`config.mk`:
```
export PLATFORM = sky130hd
export DESIGN_NAME = wb_commit
export DESIGN_NICKNAME = d
export VERILOG_FILES = /design/src/rtl/wb_pkg.sv /design/src/rtl/wb_late_fifo.sv /design/src/rtl/wb_commit.sv
export SDC_FILE = /design/constraint.sdc
export NUM_CORES = 1
export LEC_CHECK = 0
export ABC_AREA = 1
export BUFFER_PORTS_ARGS = -buffer_cell sky130_fd_sc_hd__buf_2
export CORE_MARGIN = 3
export CORE_UTILIZATION = 29
export CTS_CLUSTER_DIAMETER = 40
export DETAILED_ROUTE_END_ITERATION = 8
export PLACE_DENSITY_LB_ADDON = 0.12
export RECOVER_POWER = 100
export SLEW_MARGIN = 10
export SYNTH_ARGS = -nofsm -noshare
export SYNTH_HDL_FRONTEND = slang
export SYNTH_SLANG_ARGS = --single-unit
```
`constraint.sdc`:
```
create_clock -name clk -period 6.6 [get_ports clk]
set_input_delay 0.99 -clock clk [delete_from_list [all_inputs] [get_ports clk]]
set_output_delay 0.99 -clock clk [all_outputs]
set_load 0.01 [all_outputs]
```
`src/rtl/wb_pkg.sv`:
```
// Shared types and widths for the writeback commit unit and its late-result queue.
package wb_pkg;

  localparam int unsigned REG_ADDR_W = 5;
  localparam int unsigned REG_DATA_W = 32;

  typedef struct packed {
    logic                  valid;
    logic [REG_ADDR_W-1:0] rd;
    logic [REG_DATA_W-1:0] data;
  } wb_req_t;

  localparam wb_req_t WB_REQ_NONE = '0;

endpackage

```
`src/rtl/wb_late_fifo.sv`:
```
// Circular buffer for long-latency results; exposes the two oldest entries so up
// to two can retire per cycle. Pointers wrap naturally (DEPTH is a power of two).
module wb_late_fifo
  import wb_pkg::*;
#(
  parameter int unsigned DEPTH = 4
) (
  input  logic                    clk,
  input  logic                    reset,
  input  logic                    enq,
  input  wb_req_t                 enq_req,
  input  logic [1:0]              deq_cnt,
  output wb_req_t                 head0,
  output wb_req_t                 head1,
  output logic [$clog2(DEPTH):0]  count
);

  localparam int unsigned PTR_W = $clog2(DEPTH);
  localparam int unsigned CNT_W = PTR_W + 1;

  logic [PTR_W-1:0] wr_ptr;
  logic [PTR_W-1:0] rd_ptr;
  logic [PTR_W-1:0] rd_ptr1;
  wb_req_t          mem [DEPTH];

  assign rd_ptr1 = rd_ptr + PTR_W'(1);

  // Entry valid bits come from the occupancy, never from stored contents.
  always_comb begin
    head0       = mem[rd_ptr];
    head0.valid = (count != '0);
    head1       = mem[rd_ptr1];
    head1.valid = (count > CNT_W'(1));
  end

  always_ff @(posedge clk) begin
    if (reset) begin
      wr_ptr <= '0;
      rd_ptr <= '0;
      count  <= '0;
    end else begin
      if (enq) begin
        wr_ptr <= wr_ptr + PTR_W'(1);
      end
      rd_ptr <= rd_ptr + PTR_W'(deq_cnt);
      count  <= count + CNT_W'(enq) - CNT_W'(deq_cnt);
    end
  end

  always_ff @(posedge clk) begin
    if (!reset && enq) begin
      mem[wr_ptr] <= enq_req;
    end
  end

endmodule

```
`src/rtl/wb_commit.sv`:
```
// Writeback commit: merges two in-order pipe results with queued late results onto
// two register-file write ports. Optional r0 write suppression via WB_R0_FILTER_EN.
module wb_commit
  import wb_pkg::*;
#(
  parameter int unsigned LATE_DEPTH = 4
) (
  input  logic                  clk,
  input  logic                  reset,
  input  logic                  pipe0_valid,
  input  logic [REG_ADDR_W-1:0] pipe0_rd,
  input  logic [REG_DATA_W-1:0] pipe0_data,
  input  logic                  pipe1_valid,
  input  logic [REG_ADDR_W-1:0] pipe1_rd,
  input  logic [REG_DATA_W-1:0] pipe1_data,
  input  logic                  late_valid,
  input  logic [REG_ADDR_W-1:0] late_rd,
  input  logic [REG_DATA_W-1:0] late_data,
  output logic                  late_ready,
  output logic                  we1,
  output logic [REG_ADDR_W-1:0] waddr1,
  output logic [REG_DATA_W-1:0] wdata1,
  output logic                  we2,
  output logic [REG_ADDR_W-1:0] waddr2,
  output logic [REG_DATA_W-1:0] wdata2
);

  localparam int unsigned CNT_W = $clog2(LATE_DEPTH) + 1;

`ifdef WB_R0_FILTER_EN
  localparam bit R0_FILTER = 1'b1;
`else
  localparam bit R0_FILTER = 1'b0;
`endif

  wb_req_t          head0;
  wb_req_t          head1;
  wb_req_t          offer;
  wb_req_t          cand [3];
  wb_req_t          port1_late;
  wb_req_t          port2_late;
  logic [CNT_W-1:0] q_count;
  logic             offer_acc;
  logic             enq;
  logic [1:0]       deq_cnt;
  logic [2:0]       retired;
  logic             p1_free;
  logic             p2_free;
  logic             blocked;

  logic                  we1_n;
  logic [REG_ADDR_W-1:0] waddr1_n;
  logic [REG_DATA_W-1:0] wdata1_n;
  logic                  we2_n;
  logic [REG_ADDR_W-1:0] waddr2_n;
  logic [REG_DATA_W-1:0] wdata2_n;

  wb_late_fifo #(
    .DEPTH   (LATE_DEPTH)
  ) u_fifo (
    .clk     (clk),
    .reset   (reset),
    .enq     (enq),
    .enq_req (offer),
    .deq_cnt (deq_cnt),
    .head0   (head0),
    .head1   (head1),
    .count   (q_count)
  );

  assign late_ready = (q_count < CNT_W'(LATE_DEPTH));
  assign offer_acc  = late_valid && late_ready;
  assign offer      = '{valid: offer_acc, rd: late_rd, data: late_data};

  // Late port allocator: walk candidates oldest first; the first one that can
  // neither be dropped nor placed blocks every younger one to keep order.
  always_comb begin
    cand[0]    = head0;
    cand[1]    = head1;
    cand[2]    = offer;
    p1_free    = !pipe0_valid;
    p2_free    = !pipe1_valid;
    blocked    = 1'b0;
    retired    = '0;
    port1_late = WB_REQ_NONE;
    port2_late = WB_REQ_NONE;
    for (int i = 0; i < 3; i++) begin
      // With more than two queued entries the offer is not next in age order.
      if (i == 2 && q_count > CNT_W'(2)) begin
        blocked = 1'b1;
      end
      if (cand[i].valid && !blocked) begin
        if ((pipe0_valid && cand[i].rd == pipe0_rd) ||
            (pipe1_valid && cand[i].rd == pipe1_rd) ||
            (R0_FILTER && cand[i].rd == '0)) begin
          retired[i] = 1'b1;
        end else if (p1_free) begin
          p1_free    = 1'b0;
          port1_late = cand[i];
          retired[i] = 1'b1;
        end else if (p2_free) begin
          p2_free    = 1'b0;
          port2_late = cand[i];
          retired[i] = 1'b1;
        end else begin
          blocked = 1'b1;
        end
      end
    end
    deq_cnt = 2'(retired[0]) + 2'(retired[1]);
    enq     = offer_acc && !retired[2];
  end

  // Port payload select; idle ports drive zero address and data.
  always_comb begin
    we1_n    = pipe0_valid ? !(R0_FILTER && pipe0_rd == '0) : port1_late.valid;
    waddr1_n = pipe0_valid ? pipe0_rd : port1_late.rd;
    wdata1_n = pipe0_valid ? pipe0_data : port1_late.data;
    we2_n    = pipe1_valid ? !(R0_FILTER && pipe1_rd == '0) : port2_late.valid;
    waddr2_n = pipe1_valid ? pipe1_rd : port2_late.rd;
    wdata2_n = pipe1_valid ? pipe1_data : port2_late.data;
    if (!we1_n) begin
      waddr1_n = '0;
      wdata1_n = '0;
    end
    if (!we2_n) begin
      waddr2_n = '0;
      wdata2_n = '0;
    end
  end

  always_ff @(posedge clk) begin
    if (reset) begin
      we1    <= 1'b0;
      waddr1 <= '0;
      wdata1 <= '0;
      we2    <= 1'b0;
      waddr2 <= '0;
      wdata2 <= '0;
    end else begin
      we1    <= we1_n;
      waddr1 <= waddr1_n;
      wdata1 <= wdata1_n;
      we2    <= we2_n;
      waddr2 <= waddr2_n;
      wdata2 <= wdata2_n;
    end
  end

endmodule

```
==> flow_summary.yaml <==
status:
  outcome: "finished clean"
drt:
  route.detailed.drc: 0
  routed_via_density: 4.98
  drt_iter0_drc: 819
  wire_per_inst_um: 19.0
  first_pass_iters: 6
  vias: 11600
  postRouteWirelength_um: 44400
  postRouteAntennaNets: 0
clocking:
  tritoncts: "built"
  cts_buffers: 45
  cts_setup_buffers: 0
  ctsHoldBuffers: 0
  clkTransAtPathRegs_ps: 40
  cts_resized: 0
  cts.sinks: 231
  clock_path_buffers: 3
  cts_root_buf: "clkbuf_16"
  htree_levels: 2
  clkLatencyLatePin_ps: 570
hold_path:
  min_delay_path_depth: 1
  holdCritStartpoint: "u_fifo.count[2]"
  hold_class: "reg -> reg"
  hold_end: "u_fifo.count[2]"
sta:
  fmax_mhz: 177
  period_minus_slack_ps: 5660
  clock-skew-final_ps: 25.4
  relSlewSlack: 0.262
  finalCritPeriodShare: 0.857
  rsz0062_at_grt: "false"
  timing.final.ws_setup_ps: 944
  setup_violations: 0
  hold_viol: 0
  slew_viol_final: 0
  tightestPinTransition_ps: 1100
  fin_hold_ws_ps: 492
  setup-tns-final_ps: 0
floorplan:
  start_util: 0.294
  rows: 75
  fp.dieW_um: 213
  dieArea_um2: 45300
  die_h_um: 213
  core_area_um2: 42100
  io_pins: 193
global_routing:
  grt_max_degree: 72
  grt_first_pass_wirelength_um: 67800
  grt_pass1_vias: 11500
  antenna_found_initial: 1
  grt_remaining_overflow: 0
  grt_usage: 0.196
setup_path:
  startpoint_type: "flop"
  r2r_cells: 19
  timing.rr.start: "u_fifo.rd_ptr[0]"
  crit_path_end_kind: "flop"
  worstPathArrival_ps: 5910
  cp.required_ps: 6860
  r2r_setup_slack_ps: 940
  worstPathMaxFanout: 69
  critPathLaunch: "u_fifo.rd_ptr[0]"
  critical_path_class: "reg -> reg"
  r2r_end: "u_fifo.mem[2][26]"
run:
  maxCapViolCount: 0
synth:
  synth_compound_area_frac: 0.144
  synth-seq-cells: 231
  synth_cell_types: 34
  synth_nets: 1728
  synth_top_family_by_area: "simple AND/OR/NAND/NOR gates"
  synth_area_um2: 12400
  postSynthCellCount: 1602
  synth-edff-count: 148
  ys.flop_type: "edfxtp_1"
  synthAdderAreaFrac: 0.0107
  yosys.area_share.simple: 0.260
  synth-xor-area-share: 0.00353
  synth_warnings: 0
  muxShareOfSynthArea: 0
  async_flop_share: 0
  avgSynthCellArea_um2: 7.75
  ys_seq_area_frac: 0.492
place:
  placedCellCount: 2247
  io_buffer_count: 192
  gp_congestion: 0.897
  hpwl_um: 27500
  placed_area_um2: 13700
  post-place-ws_ps: 1180
pwr:
  leakage_nw: 6.50
  power_density_nw_per_um2: 462
  p_total_mw: 6.97
  ir_drop_v: 0.000193
cells_and_area:
  fin_cells: 2332
  drive_gt1_frac: 0.116
  final.fill_count: 4383
  final_util: 0.358
  final_common_cell: "nand2_1"
  mostFrequentLayoutCells: "nand2_1, a21oi_1, nand3_1, nor2_1, edfxtp_1"
  fin_area_um2: 15100
  area_growth_pct: 21.5
  layout.nets: 1881
-- where the power goes --
part	switching [mW]	internal, mW	total (mW)
Combinational	1.98	0.805	2.78
Clock	0.828	1.53	2.35
Sequential	0.103	1.73	1.83
-- per-layer routing --
| layer | up-vias | track usage | wire, um | share of wire |
|---|---|---|---|---|
| li1 | 5679 | - | - | - |
| met1 | 5474 | 0.262 | 20200 | 0.45 |
| met2 | 405 | 0.318 | 20400 | 0.46 |
| met3 | 63 | 0.0411 | 2950 | 0.066 |
| met4 | 0 | 0.0615 | 938 | 0.021 |
| met5 | - | 0 | 0 | 0 |
-- cell usage after synthesis, types with 2 or more instances --
library cell  count  share of area
a21oi_2          21          0.015
buf_4             7         0.0042
ha_1              9         0.0091
o22ai_1          35          0.018
nand3_1         216          0.087
nor2_1          166          0.050
nor2_4            2         0.0018
nor2_2            2         0.0010
inv_1           146          0.044
dfxtp_1          83           0.13
a21oi_1         225          0.091
buf_1             9         0.0027
nand4_1           2         0.0010
edfxtp_1        148           0.36
buf_2            28          0.011
nand2_1         371           0.11
buf_6            10         0.0091
a221oi_1          2         0.0014
nand3_2           3         0.0024
o21ai_0          42          0.017
inv_2             5         0.0015
nand2_2           3         0.0015
xnor2_1           4         0.0028
clkbuf_1         53          0.016
-- registers in the layout, summed over array words and instances, names as in the netlist --
| name | count |
|---|---|
| we1 | 1 |
| wdata1 | 32 |
| waddr2 | 5 |
| we2 | 1 |
| u_fifo.mem | 148 |
| u_fifo.rd_ptr | 2 |
| u_fifo.count | 3 |
| wdata2 | 32 |
| waddr1 | 5 |
| u_fifo.wr_ptr | 2 |
-- kinds of logic after synthesis --
group,Yosys count
xor gates and xnor gates,5
and+or+nand+nor,768
adders and majority gates,10
buffers and inverters,259
AOI/OAI and AO/OA,329
DFF,231
-- area by class of cell --
class	count	area, um^2	share of cell area
sequential	231	6110	0.405
inverter	152	574	0.0381
antenna	1	2.50	0.000166
clock inverter	29	353	0.0234
multi-input combinational	1112	5170	0.343
clock buffer	55	1210	0.0806
tap	539	674	0.0447
timing repair buffer	213	976	0.0647
-- how the worst max path moves through the flow --
stage / cells past startpoint / end
detailed placement: 17 / u_fifo.mem[2][25]
finish: 19 / u_fifo.mem[2][26]
global placement: 17 / u_fifo.mem[2][25]
floorplan: 13 / u_fifo.mem[0][0]
CTS: 17 / u_fifo.mem[2][26]
global route: 19 / u_fifo.mem[2][26]
-- critical path: stages, from the launching register on --
cell and delay, ps:
dfxtp_4 480, inv_4 430, buf_4 670, nand2_1 100
nand2_1 110, nand2_1 90, nand2_1 160, nand2_1 80
nand2_1 70, nor2_1 40, nand3_1 90, nand2_2 100
nor2_1 170, nand3_1 90, nand2_1 80, inv_2 160
a21oi_1 620, nand2_1 400, nor2_4 940, buf_4 360
Note: power is estimated with default switching activity, not from simulation.
